<file path="src/rtl/branch_checkpoint_writer.sv">
// Branch checkpoint producer: snapshots rename state per dispatched branch into a circular buffer.
// Define BRANCH_CKPT_BYPASS_EN to let a slot freed by resolve be reallocated in the same cycle.
module branch_checkpoint_writer #(
    parameter int BRANCH_NUM       = 4,
    parameter int REG_NUM          = 32,
    parameter int PHYS_REG_NUM     = 64,
    parameter int ACTIVE_LIST_SIZE = 64,
    localparam int BI = $clog2(BRANCH_NUM),
    localparam int PI = $clog2(PHYS_REG_NUM),
    localparam int AI = $clog2(ACTIVE_LIST_SIZE)
) (
    input  logic                             clk,
    input  logic                             rst_n,
    input  logic                             alloc_req,
    input  logic [AI-1:0]                    alloc_active_id,
    input  logic [PI-1:0]                    alloc_free_head,
    input  logic [REG_NUM*PI-1:0]            alloc_rename_snapshot,
    input  logic                             ds_dispatch,
    input  logic                             resolve_valid,
    input  logic [AI-1:0]                    resolve_active_id,
    input  logic                             branch_miss,
    input  logic [BI-1:0]                    miss_write_pointer,
    input  logic [BRANCH_NUM-1:0]            miss_valid,
    output logic                             full,
    output logic [BRANCH_NUM-1:0]            cp_valid,
    output logic [BRANCH_NUM-1:0]            cp_ds_valid,
    output logic [BRANCH_NUM*AI-1:0]         cp_branch_id,
    output logic [BRANCH_NUM*PI-1:0]         cp_free_head,
    output logic [BRANCH_NUM*REG_NUM*PI-1:0] cp_rename_buffer,
    output logic [BI-1:0]                    cp_write_pointer,
    output logic [BI:0]                      cp_count
);

    localparam int MW = REG_NUM * PI;
    localparam int CW = BI + 1;

    logic [BRANCH_NUM-1:0] valid_q, valid_d;
    logic [BRANCH_NUM-1:0] ds_valid_q, ds_valid_d;
    logic [AI-1:0]         bid_q [BRANCH_NUM];
    logic [AI-1:0]         bid_d [BRANCH_NUM];
    logic [PI-1:0]         fh_q  [BRANCH_NUM];
    logic [PI-1:0]         fh_d  [BRANCH_NUM];
    logic [MW-1:0]         map_q [BRANCH_NUM];
    logic [MW-1:0]         map_d [BRANCH_NUM];
    logic [BI-1:0]         wp_q, wp_d;
    logic [BI-1:0]         ds_slot_q, ds_slot_d;
    logic                  ds_pending_q, ds_pending_d;

    logic [BRANCH_NUM-1:0] hit_oh;
    logic [BI-1:0]         miss_prev;
    logic                  alloc_en;
    logic [CW-1:0]         count;

    // Lowest matching index wins when several live slots share an id.
    always_comb begin
        hit_oh = '0;
        for (int i = BRANCH_NUM - 1; i >= 0; i--) begin
            if (resolve_valid && valid_q[i] && (bid_q[i] == resolve_active_id)) begin
                hit_oh    = '0;
                hit_oh[i] = 1'b1;
            end
        end
    end

`ifdef BRANCH_CKPT_BYPASS_EN
    assign full = valid_q[wp_q] & ~hit_oh[wp_q];
`else
    assign full = valid_q[wp_q];
`endif

    assign alloc_en  = alloc_req & ~full & ~branch_miss;
    assign miss_prev = miss_write_pointer - BI'(1);

    always_comb begin
        valid_d      = valid_q & ~hit_oh;
        ds_valid_d   = ds_valid_q;
        wp_d         = wp_q;
        ds_slot_d    = ds_slot_q;
        ds_pending_d = ds_pending_q;
        bid_d        = bid_q;
        fh_d         = fh_q;
        map_d        = map_q;

        if (branch_miss) begin
            valid_d      = miss_valid & ~hit_oh;
            wp_d         = miss_write_pointer;
            // Pending survives only if the mispredicted branch itself still awaits its delay slot.
            ds_pending_d = ds_pending_q & miss_valid[ds_slot_q] & (ds_slot_q == miss_prev);
        end else begin
            if (ds_dispatch && ds_pending_q) begin
                ds_valid_d[ds_slot_q] = 1'b1;
                ds_pending_d          = 1'b0;
            end
            if (alloc_en) begin
                valid_d[wp_q]    = 1'b1;
                ds_valid_d[wp_q] = 1'b0;
                bid_d[wp_q]      = alloc_active_id;
                fh_d[wp_q]       = alloc_free_head;
                map_d[wp_q]      = alloc_rename_snapshot;
                wp_d             = wp_q + BI'(1);
                ds_slot_d        = wp_q;
                ds_pending_d     = 1'b1;
            end
        end
    end

    always_ff @(posedge clk or negedge rst_n) begin
        if (!rst_n) begin
            valid_q      <= '0;
            ds_valid_q   <= '0;
            wp_q         <= '0;
            ds_slot_q    <= '0;
            ds_pending_q <= 1'b0;
            for (int i = 0; i < BRANCH_NUM; i++) begin
                bid_q[i] <= '0;
                fh_q[i]  <= '0;
                map_q[i] <= '0;
            end
        end else begin
            valid_q      <= valid_d;
            ds_valid_q   <= ds_valid_d;
            wp_q         <= wp_d;
            ds_slot_q    <= ds_slot_d;
            ds_pending_q <= ds_pending_d;
            bid_q        <= bid_d;
            fh_q         <= fh_d;
            map_q        <= map_d;
        end
    end

    always_comb begin
        count = '0;
        for (int i = 0; i < BRANCH_NUM; i++) begin
            count = count + CW'(valid_q[i]);
        end
    end

    assign cp_valid         = valid_q;
    assign cp_ds_valid      = ds_valid_q;
    assign cp_write_pointer = wp_q;
    assign cp_count         = count;

    for (genvar g = 0; g < BRANCH_NUM; g++) begin : g_flat
        assign cp_branch_id[g*AI +: AI]     = bid_q[g];
        assign cp_free_head[g*PI +: PI]     = fh_q[g];
        assign cp_rename_buffer[g*MW +: MW] = map_q[g];
    end

endmodule

</file>
<file path="config.mk">
export PLATFORM = sky130hd
export DESIGN_NAME = branch_checkpoint_writer
export DESIGN_NICKNAME = d
export VERILOG_FILES = /design/src/rtl/branch_checkpoint_writer.sv
export SDC_FILE = /design/constraint.sdc
export NUM_CORES = 1
export LEC_CHECK = 0
export BUFFER_PORTS_ARGS = -buffer_cell sky130_fd_sc_hd__buf_2
export CAP_MARGIN = 10
export CORE_AREA = 3 3 411 413
export DETAILED_ROUTE_END_ITERATION = 8
export DIE_AREA = 0 0 414 416
export SYNTH_ARGS = -nofsm -noshare
export SYNTH_HDL_FRONTEND = slang
export SYNTH_SLANG_ARGS = --single-unit
export TNS_END_PERCENT = 10
</file>
<file path="constraint.sdc">
create_clock -name clk -period 2.4 [get_ports clk]
set_input_delay 0.48 -clock clk [delete_from_list [all_inputs] [get_ports clk]]
set_output_delay 0.48 -clock clk [all_outputs]
set_load 0.01 [all_outputs]
</file>
==> results.py, run 1 <==
metrics = {
    "power": {
        "power_density_nw_per_um2": 1362,
        "p_leak_uw": 0.02154,
        "ir_drop_v": 0.0007678,
    },
    "timing": {
        "final_max_slew_viol_count": 0,
        "tightestPinTransition_ns": 0.6300,
        "setup_viol": 17,
        "fin_skew_ns": 0.02539,
        "max_freq_mhz": 362.6,
        "min_period_over_period_pct": 114.9,
        "rsz0062_at_grt": "true",
        "setup_ws_ns": -0.3578,
        "slew_headroom_pct": 58.00,
        "period_needed_ns": 2.758,
        "hold_viol_final": 0,
    },
    "cts": {
        "clk_pin_slew_ns": 0.06,
        "tritoncts": "built",
        "h-tree-depth": 3,
        "clock-sinks": 829,
        "clock_latency_ns": 0.68,
        "cts_buffers": 94,
        "clock_path_buffers": 3,
        "root_buffer": "clkbuf_16",
    },
    "routing": {
        "drc": 0,
        "routedWlPerCell_um": 22.39,
        "ant_nets": 0,
        "via_count": 21270,
        "viasPerCell": 3.935,
        "drtPass1Iterations": 5,
        "drtIter0Drc": 1082,
        "wl_um": 121000,
    },
    "critical_path": {
        "startpoint": "cp_valid[0]",
        "r2r_slack_ns": -0.02,
        "end_kind": "primary output",
        "cpMaxStageDelayCell": "fa_1",
        "critPathKind": "reg -> out",
        "crit_family": "adder cells",
        "worstPathMaxFanout": 4,
        "r2r_end": "cp_rename_buffer[727]",
        "cpPeakStageDelay_ns": 0.54,
        "ff2ff_path_depth": 9,
        "crit_chain": "buf_6, inv_4, fa_1, inv_2, ha_4, ha_4, buf_6",
        "start_kind": "flop",
        "rr_startpoint": "cp_write_pointer[1]",
        "cp-endpoint": "cp_count[1]",
        "path_buf_inv": 4,
        "crit_required_ns": 1.92,
        "arrival_ns": 2.28,
        "cp.depth": 7,
    },
    "synthesis": {
        "postSynthAreaPerCell_um2": 16.99,
        "synth_edf_count": 0,
        "synth.top_cells.by_area": "dfrtp_1 (66%), mux2_2 (25%), mux2_1 (4.1%)",
        "synthArstFlopShare_pct": 100.0,
        "yosysTopAreaCell": "dfrtp_1",
        "synth_seq_area_share_pct": 66.39,
        "ys_warn_count": 0,
        "synth_cell_types": 36,
        "ys_ff_latch": 829,
        "syn_inst": 1839,
        "synth_area_um2": 31250,
        "synth_nets": 2068,
        "synth_ff_type": "dfrtp_1",
        "synth_top_area_share_pct": 66.39,
    },
    "die": {
        "die_width_um": 414,
        "rows": 149,
        "start_util_pct": 18.92,
        "fp.dieH_um": 416,
        "core_um2": 165200,
        "ios": 1052,
        "die_area_um2": 172200,
    },
    "status": {
        "status": "finished, violations left",
        "violations": "setup timing",
    },
    "run": {
        "max_cap_violations": 0,
    },
    "placement": {
        "gp_congestion": 0.8750,
        "numPortBuffers": 1051,
        "place_ws_ns": 0.0005420,
        "dp_cells": 5097,
        "dp_hpwl_um": 91960,
    },
    "grt": {
        "antenna_found_initial": 35,
        "grt_max_degree": 107,
        "grt_pass1_wl_um": 166000,
        "grt_usage_pct": 13.30,
        "overflow": 0,
        "grt_pass1_vias": 22630,
    },
    "final_layout": {
        "register_area_um2": 20740,
        "multi_input_area_um2": 9998,
        "syn2layout_area_growth_pct": 42.81,
        "layout-drive-gt1-share_pct": 64.00,
        "fillers": 17170,
        "layout.cells.non_filler": 5406,
        "nNetsFinal": 3356,
    },
    "worst_hold_path": {
        "hold_path.class": "in -> reg",
    },
}
[routing by layer]
metal	vias to the layer above	global-route usage (%)	routed length [um]
met2	757	22.70	60380
met4	14	6.402	5628
met1	11120	14.90	46250
li1	9127	-	-
met3	256	4.449	8672
met5	-	0	84
[cell type report]
type	count	share of cell area (%)
Antenna cell	11	0.06169
Clock buffer	144	6.281
Clock inverter	31	0.6309
Inverter	8	0.07290
Multi-Input combinational cell	911	22.41
Sequential cell	829	46.49
Tap cell	2189	6.138
Timing Repair Buffer	1283	17.92
[cell families after synthesis]
logic type / share of synthesized area (%)
mux: 29.75
fa+ha+maj: 0.3043
buf+inv: 1.842
xor+xnor: 0.7008
simple gates: 0.7809
compound gates: 0.2283
flops: 66.39
[worst min path at each step]
| stage | start | to | depth (start not counted) |
|---|---|---|---|
| floorplan | rst_n | cp_branch_id[0] | 0 |
| global placement | rst_n | cp_rename_buffer[4] | 1 |
| detailed placement | rst_n | cp_rename_buffer[8] | 1 |
| CTS | alloc_rename_snapshot[142] | cp_rename_buffer[334] | 2 |
| global route | alloc_rename_snapshot[71] | cp_rename_buffer[263] | 2 |
| finish | alloc_rename_snapshot[71] | cp_rename_buffer[263] | 2 |
[per-stage QoR]
step                      total power [uW]  instance area [um^2]  TNS (ns)  hold WS [ns]  utilization (%)
after floorplan                      34380                 31250         0        0.1844                -
after global placement               46070                 40040         0        0.4124            24.24
after detailed placement             46630                 40040         0        0.4125            24.24
after CTS                            61510                 44210    -1.334      0.001919            26.77
after global routing                 64010                 44610    -10.47       0.03172            27.00
final                                60780                 44620    -1.043        0.1062            27.02
[synthesized netlist by cell type, types with 2 or more instances]
cell,count
dfrtp_1,829
nand2_2,3
buf_4,5
o21ai_0,7
nand3_1,4
xnor2_1,15
buf_6,14
clkbuf_1,5
a21oi_1,3
xor2_1,10
nor4_1,4
nand3b_1,2
ha_1,6
mux2i_1,4
inv_1,8
nand4_1,2
mux2_2,707
nor3_1,2
mux2_1,113
nand2_1,6
buf_2,64
buf_1,3
and2_1,4
nor2_1,7
[registers in the layout, summed over array words and instances, names as in the netlist]
register,count
cp_branch_id,24
cp_ds_valid,4
cp_free_head,24
cp_rename_buffer,768
cp_valid,4
cp_write_pointer,2
ds_pending_q,1
ds_slot_q,2
[placed cells by master, fill, tap and decap left out, drive strengths merged, types with 9 or more instances in the layout]
cell type	count
buf	1172
dfrtp	829
mux2	820
clkbuf	153
dlygate4sd3	102
clkinv	17
xnor2	15
inv	15
diode	11
xor2	10
nand2	9
[worst register-to-register path, stage by stage, from the launching register on]
cell and delay [ns]:
dfrtp_1 0.37, mux4_2 0.54, nand2b_4 0.20, nor2_8 0.11
buf_12 0.14, nand2_8 0.10, buf_16 0.19, buf_16 0.17
buf_12 0.18, mux2_2 0.27
[timing repair]
item	4_1_cts	5_1_grt
cloned	0	9
hold buffers	102	0
endpoints found under the hold margin	363	0
setup endpoints to repair	39	208
pin swaps	2	1
resized for setup	14	12
setup buffers	1	11
[report_power, final]
group          internal, uW  switching (uW)
registers             20900            3840
clock network          8380            5930
logic                 10400           11300
Power figures use the tool's default switching activity.
==> run 2, diff against run 1 <==
- GPL_TIMING_DRIVEN: default -> 1
- SETUP_SLACK_MARGIN: default -> 0.1
==> run 2 against run 1 <==
Against the previous run:
- the run still ends with setup timing left
- register-to-register slack got worse by 0.10 ns
- global-route usage increased by 0.69 points
- first-iteration DRC count decreased by 3.0%
- clock-buffer cell count decreased by 6
- total power increased by 2.6%
- clock skew increased by 0.014 ns
- sequential share of layout area decreased by 1.7 points
- largest cell class unchanged
- largest power group unchanged
- highest routed layer unchanged
==> results.py, run 2 (synthesis results as in run 1) <==
metrics = {
    "placement": {
        "numPortBuffers": 1051,
        "gp_congestion": 0.8870,
        "dp_cells": 5092,
        "dp_hpwl_um": 94400,
        "placed_cell_area_um2": 40080,
    },
    "power": {
        "power_density_nw_per_um2": 1347,
        "power_frac_seq_pct": 39.7,
        "intPower_uw": 40650,
        "p_leak_uw": 0.02259,
        "p_sw_uw": 21700,
        "sw_frac_of_total_pct": 34.80,
        "combPwrFrac_pct": 37.4,
        "p_clk_share_pct": 22.9,
        "ir_drop_v": 0.0007229,
        "total_power_uw": 62350,
    },
    "timing": {
        "fin_hold_ws_ns": 0.1006,
        "slew_headroom_pct": 42.19,
        "max_freq_mhz": 356.5,
        "setup_ws_ns": -0.4053,
        "final_max_slew_viol_count": 0,
        "setup_viol": 248,
        "tightestPinTransition_ns": 0.8592,
        "hold_viol_final": 0,
        "min_period_over_period_pct": 116.9,
        "period_needed_ns": 2.805,
        "fin_skew_ns": 0.03897,
        "rsz0062_at_grt": "true",
    },
    "cts": {
        "tritoncts": "built",
        "clk_pin_slew_ns": 0.06,
        "clock_latency_ns": 0.73,
        "cts_buffers": 94,
        "root_buffer": "clkbuf_16",
        "clock-sinks": 829,
        "clock_path_buffers": 3,
        "h-tree-depth": 3,
    },
    "critical_path": {
        "start_kind": "flop",
        "critPathKind": "reg -> out",
        "cpPeakStageDelay_ns": 0.54,
        "crit_family": "adder cells",
        "worstPathMaxFanout": 2,
        "cpMaxStageDelayCell": "fa_1",
        "crit_required_ns": 1.92,
        "crit_chain": "buf_6, inv_4, fa_1, inv_2, ha_4, ha_4, buf_6",
        "end_kind": "primary output",
        "arrival_ns": 2.33,
        "path_buf_inv": 4,
    },
    "routing": {
        "viasPerCell": 3.955,
        "wl_um": 129200,
        "routedWlPerCell_um": 23.69,
        "drc": 0,
        "ant_nets": 0,
        "drtIter0Drc": 1049,
        "drtPass1Iterations": 4,
        "via_count": 21580,
    },
    "grt": {
        "grt_pass1_vias": 22800,
        "grt_max_degree": 82,
        "antenna_found_initial": 19,
        "grt_pass1_wl_um": 173500,
        "grt_usage_pct": 13.99,
        "overflow": 0,
    },
    "die": {
        "core_um2": 165200,
        "rows": 149,
        "start_util_pct": 18.92,
        "die_width_um": 414,
        "ios": 1052,
        "die_area_um2": 172200,
        "fp.dieH_um": 416,
    },
    "final_layout": {
        "layout_commonest_cell": "buf_2",
        "fillers": 17020,
        "stdcell_area_um2": 46280,
        "layout.cells.non_filler": 5456,
        "layout_common_cells": "buf_2 (1046), dfrtp_1 (828), mux2_2 (613)",
        "largest_reg_flops": 768,
        "syn2layout_area_growth_pct": 48.12,
        "fin_util_pct": 28.02,
        "nNetsFinal": 3417,
        "layout-drive-gt1-share_pct": 66.08,
    },
    "status": {
        "status": "finished, violations left",
        "violations": "setup timing",
    },
    "worst_hold_path": {
        "hold_path.class": "in -> reg",
    },
    "run": {
        "max_cap_violations": 0,
    },
}
==> run 2: area by class of cell <==
type / instances / area [um^2] / share of cell area, %
diodes: 9 / 22.52 / 0.04866
clock buffers: 138 / 2718 / 5.872
clock inverters: 28 / 320.3 / 0.6921
inverters: 8 / 32.53 / 0.07029
multi-input cells: 912 / 10640 / 23.00
flip-flops and latches: 829 / 20750 / 44.83
well taps: 2189 / 2739 / 5.918
repair buffers: 1343 / 9059 / 19.57
==> run 2: power groups by stage <==
stage                     registers (uW)  logic [uW]  clock network [uW]
after floorplan                    27700        6680                   0
after global placement             24400       21800                   0
after detailed placement           24700       22100                   0
after CTS                          24600       22700               14800
after global routing               25600       24700               15400
final                              24700       23300               14300
==> run 2: what timing repair did <==
action / CTS / global route
pin swaps: 5 / 0
endpoints found under the setup margin: 216 / 797
cloned: 4 / 15
hold buffers: 129 / 0
resized for setup: 70 / 186
endpoints found under the hold margin: 458 / 0
setup buffers: 14 / 27
==> run 2: routing by layer <==
metal / global-route usage, % / vias to the layer above / part of all wire, %
met3: 4.390 / 177 / 7.1
met4: 5.394 / 2 / 3.1
met2: 24.60 / 750 / 51
met5: 0 / - / 0.010
li1: - / 9268 / -
met1: 15.78 / 11380 / 39
==> run 2: metrics by stage <==
| step | setup TNS [ns] | setup slack [ns] |
|---|---|---|
| finish | -14.50 | -0.4053 |
| global route | -47.60 | -0.5236 |
| CTS | -13.88 | -0.5082 |
| detailed placement | 0 | 0.01839 |
| global placement | 0 | 0.02317 |
| floorplan | 0 | 0.09685 |
==> run 2: final timing paths <==
kind	cells after the start	to	start	slack, ns
max reg2reg	8	cp_rename_buffer[62]	cp_valid[1]	-0.12
max in group asynchronous	3	cp_rename_buffer[314]	rst_n	1.11
max	7	cp_count[1]	cp_valid[3]	-0.41
min	2	cp_rename_buffer[765]	alloc_rename_snapshot[189]	0.10
min reg2reg	1	cp_rename_buffer[147]	cp_rename_buffer[147]	0.48
min in group asynchronous	2	cp_branch_id[1]	rst_n	0.40
==> run 3, diff against run 2 <==
- CORE_AREA: 3 3 411 413 -> 3 3 403 405
- DIE_AREA: 0 0 414 416 -> 0 0 406 408
- REMOVE_ABC_BUFFERS: default -> 1
==> run 3 against run 2 <==
Against the previous run:
- the run still ends with setup timing left
- highest routed layer unchanged
- wire length rose by 0.64%
- cell count fell by 3.5%
- worst setup slack improved by 0.034 ns
- largest power group unchanged
- sequential share of layout area rose by 0.20 points
- critical endpoint unchanged
- global-route usage rose by 0.73 points
- worst hold slack got worse by 0.0085 ns
- largest cell class unchanged
- die area fell by 3.8%
- register-to-register slack improved by 0.18 ns
- total power rose by 2.0%
- clock skew fell by 0.0075 ns
- flip-flop and latch count did not move
- utilization rose by 1.0 points
==> results.py, run 3 (synthesis results as in run 1) <==
metrics = {
    "critical_path": {
        "worstPathMaxFanout": 2,
        "critPathKind": "reg -> out",
        "crit_required_ns": 1.92,
        "arrival_ns": 2.29,
        "start_kind": "flop",
        "end_kind": "primary output",
    },
    "final_layout": {
        "layout_common_cells": "buf_2 (1047), dfrtp_1 (829), mux2_2 (440)",
        "nNetsFinal": 3345,
        "layout-drive-gt1-share_pct": 66.61,
        "fin_util_pct": 29.02,
        "largest_reg_flops": 768,
        "layout_commonest_cell": "buf_2",
        "syn2layout_area_growth_pct": 47.45,
    },
    "timing": {
        "rsz0062_at_grt": "true",
        "hold_viol_final": 0,
        "setup_ws_ns": -0.3708,
        "period_needed_ns": 2.771,
        "tns_ns": -0.8690,
        "setup_viol": 3,
        "final_max_slew_viol_count": 0,
        "min_period_over_period_pct": 115.4,
        "slew_headroom_pct": 65.90,
        "fin_skew_ns": 0.03149,
        "max_freq_mhz": 360.9,
        "tightestPinTransition_ns": 0.5115,
    },
    "status": {
        "violations": "setup timing",
        "status": "finished, violations left",
    },
    "grt": {
        "antenna_found_initial": 16,
        "grt_usage_pct": 14.72,
        "grt_max_degree": 72,
        "overflow": 0,
        "grt_pass1_vias": 22430,
        "grt_pass1_wl_um": 174800,
    },
    "cts": {
        "h-tree-depth": 3,
        "tritoncts": "built",
        "root_buffer": "clkbuf_16",
        "cts_buffers": 92,
        "clock-sinks": 829,
        "clock_path_buffers": 3,
        "clk_pin_slew_ns": 0.06,
        "clock_latency_ns": 0.70,
    },
    "routing": {
        "via_count": 21400,
        "viasPerCell": 4.065,
        "drtIter0Drc": 1139,
        "wl_um": 130100,
        "ant_nets": 0,
        "drtPass1Iterations": 5,
        "routedWlPerCell_um": 24.71,
        "drc": 0,
    },
    "die": {
        "ios": 1052,
        "start_util_pct": 19.68,
        "core_um2": 158700,
        "die_area_um2": 165600,
        "fp.dieH_um": 408,
        "die_width_um": 406,
        "rows": 146,
    },
    "worst_hold_path": {
        "hold_path.class": "in -> reg",
    },
    "placement": {
        "numPortBuffers": 1051,
        "gp_congestion": 0.8511,
        "dp_hpwl_um": 94220,
    },
    "run": {
        "max_cap_violations": 0,
    },
    "power": {
        "power_density_nw_per_um2": 1380,
        "ir_drop_v": 0.0007206,
        "p_leak_uw": 0.02296,
    },
}
[run 3: cell types whose count changed in the layout (fill, tap and decap cells not counted), moves of 5 or more]
cell	previous run	this run
buf_12	45	50
buf_6	34	16
buf_8	12	6
clkbuf_1	24	19
clkbuf_16	108	103
dlygate4sd3_1	129	69
mux2_1	41	65
mux2_2	613	440
mux2_4	166	315
nand2_8	3	8
[run 3: worst max-delay path, cell delays in order (launching register included)]
cell     delay, ns
dfrtp_1       0.35
buf_6         0.12
inv_4         0.03
fa_1          0.55
inv_2         0.05
ha_4          0.15
ha_4          0.25
buf_6         0.09
[run 3: cell type report]
type / count / area [um^2]
Inverter: 8 / 32.53
Clock inverter: 32 / 409.1
Tap cell: 2072 / 2592
Sequential cell: 829 / 20740
Clock buffer: 133 / 2676
Multi-Input combinational cell: 916 / 11300
Timing Repair Buffer: 1269 / 8303
Fill cell: 16110 / 112700
Antenna cell: 5 / 12.51
[run 3: timing repair]
| item | in CTS | in global routing |
|---|---|---|
| endpoints found under the hold margin | 255 | 0 |
| gates resized for setup | 171 | 228 |
| endpoints found under the setup margin | 362 | 519 |
| hold buffers | 69 | 0 |
| buffers inserted | 12 | 19 |
| pin swaps | 5 | 1 |
| cloned | 8 | 14 |
[run 3: power by group]
group / internal (uW) / switching, uW / leakage, uW
Sequential: 20900 / 3800 / 0.0101
Combinational: 12100 / 12400 / 0.0113
Clock: 8240 / 6170 / 0.00150
[run 3: path summary, 6_finish.rpt]
kind	from	endpoint	slack (ns)	cells after the start
setup / recovery	cp_valid[3]	cp_count[1]	-0.37	7
hold / removal	alloc_rename_snapshot[7]	cp_rename_buffer[199]	0.09	2
setup reg to reg	cp_write_pointer[1]	cp_rename_buffer[684]	0.06	8
hold reg to reg	cp_rename_buffer[100]	cp_rename_buffer[100]	0.48	1
max in group asynchronous	rst_n	cp_free_head[4]	1.07	4
min in group asynchronous	rst_n	cp_rename_buffer[552]	0.33	2
[run 3: layer usage]
layer,GRT usage [%],up-vias,routed length [um]
li1,-,9090,-
met1,18.31,11410,55120
met2,25.02,724,63450
met3,3.543,168,7837
met4,4.692,4,3607
met5,0,-,57
[run 3: per-stage QoR]
step	area (um^2)	std cells	setup slack [ns]	power (uW)	hold slack, ns
finish	46070	5264	-0.3708	63590	0.09211
global route	46070	5261	-0.4974	67010	0.03529
CTS	44690	5227	-0.4605	63170	0.0001850
detailed placement	39940	4974	0.03764	47240	0.3931
global placement	39940	4974	0.04601	46710	0.3927
floorplan	30700	1748	-3.925	34430	0.1844
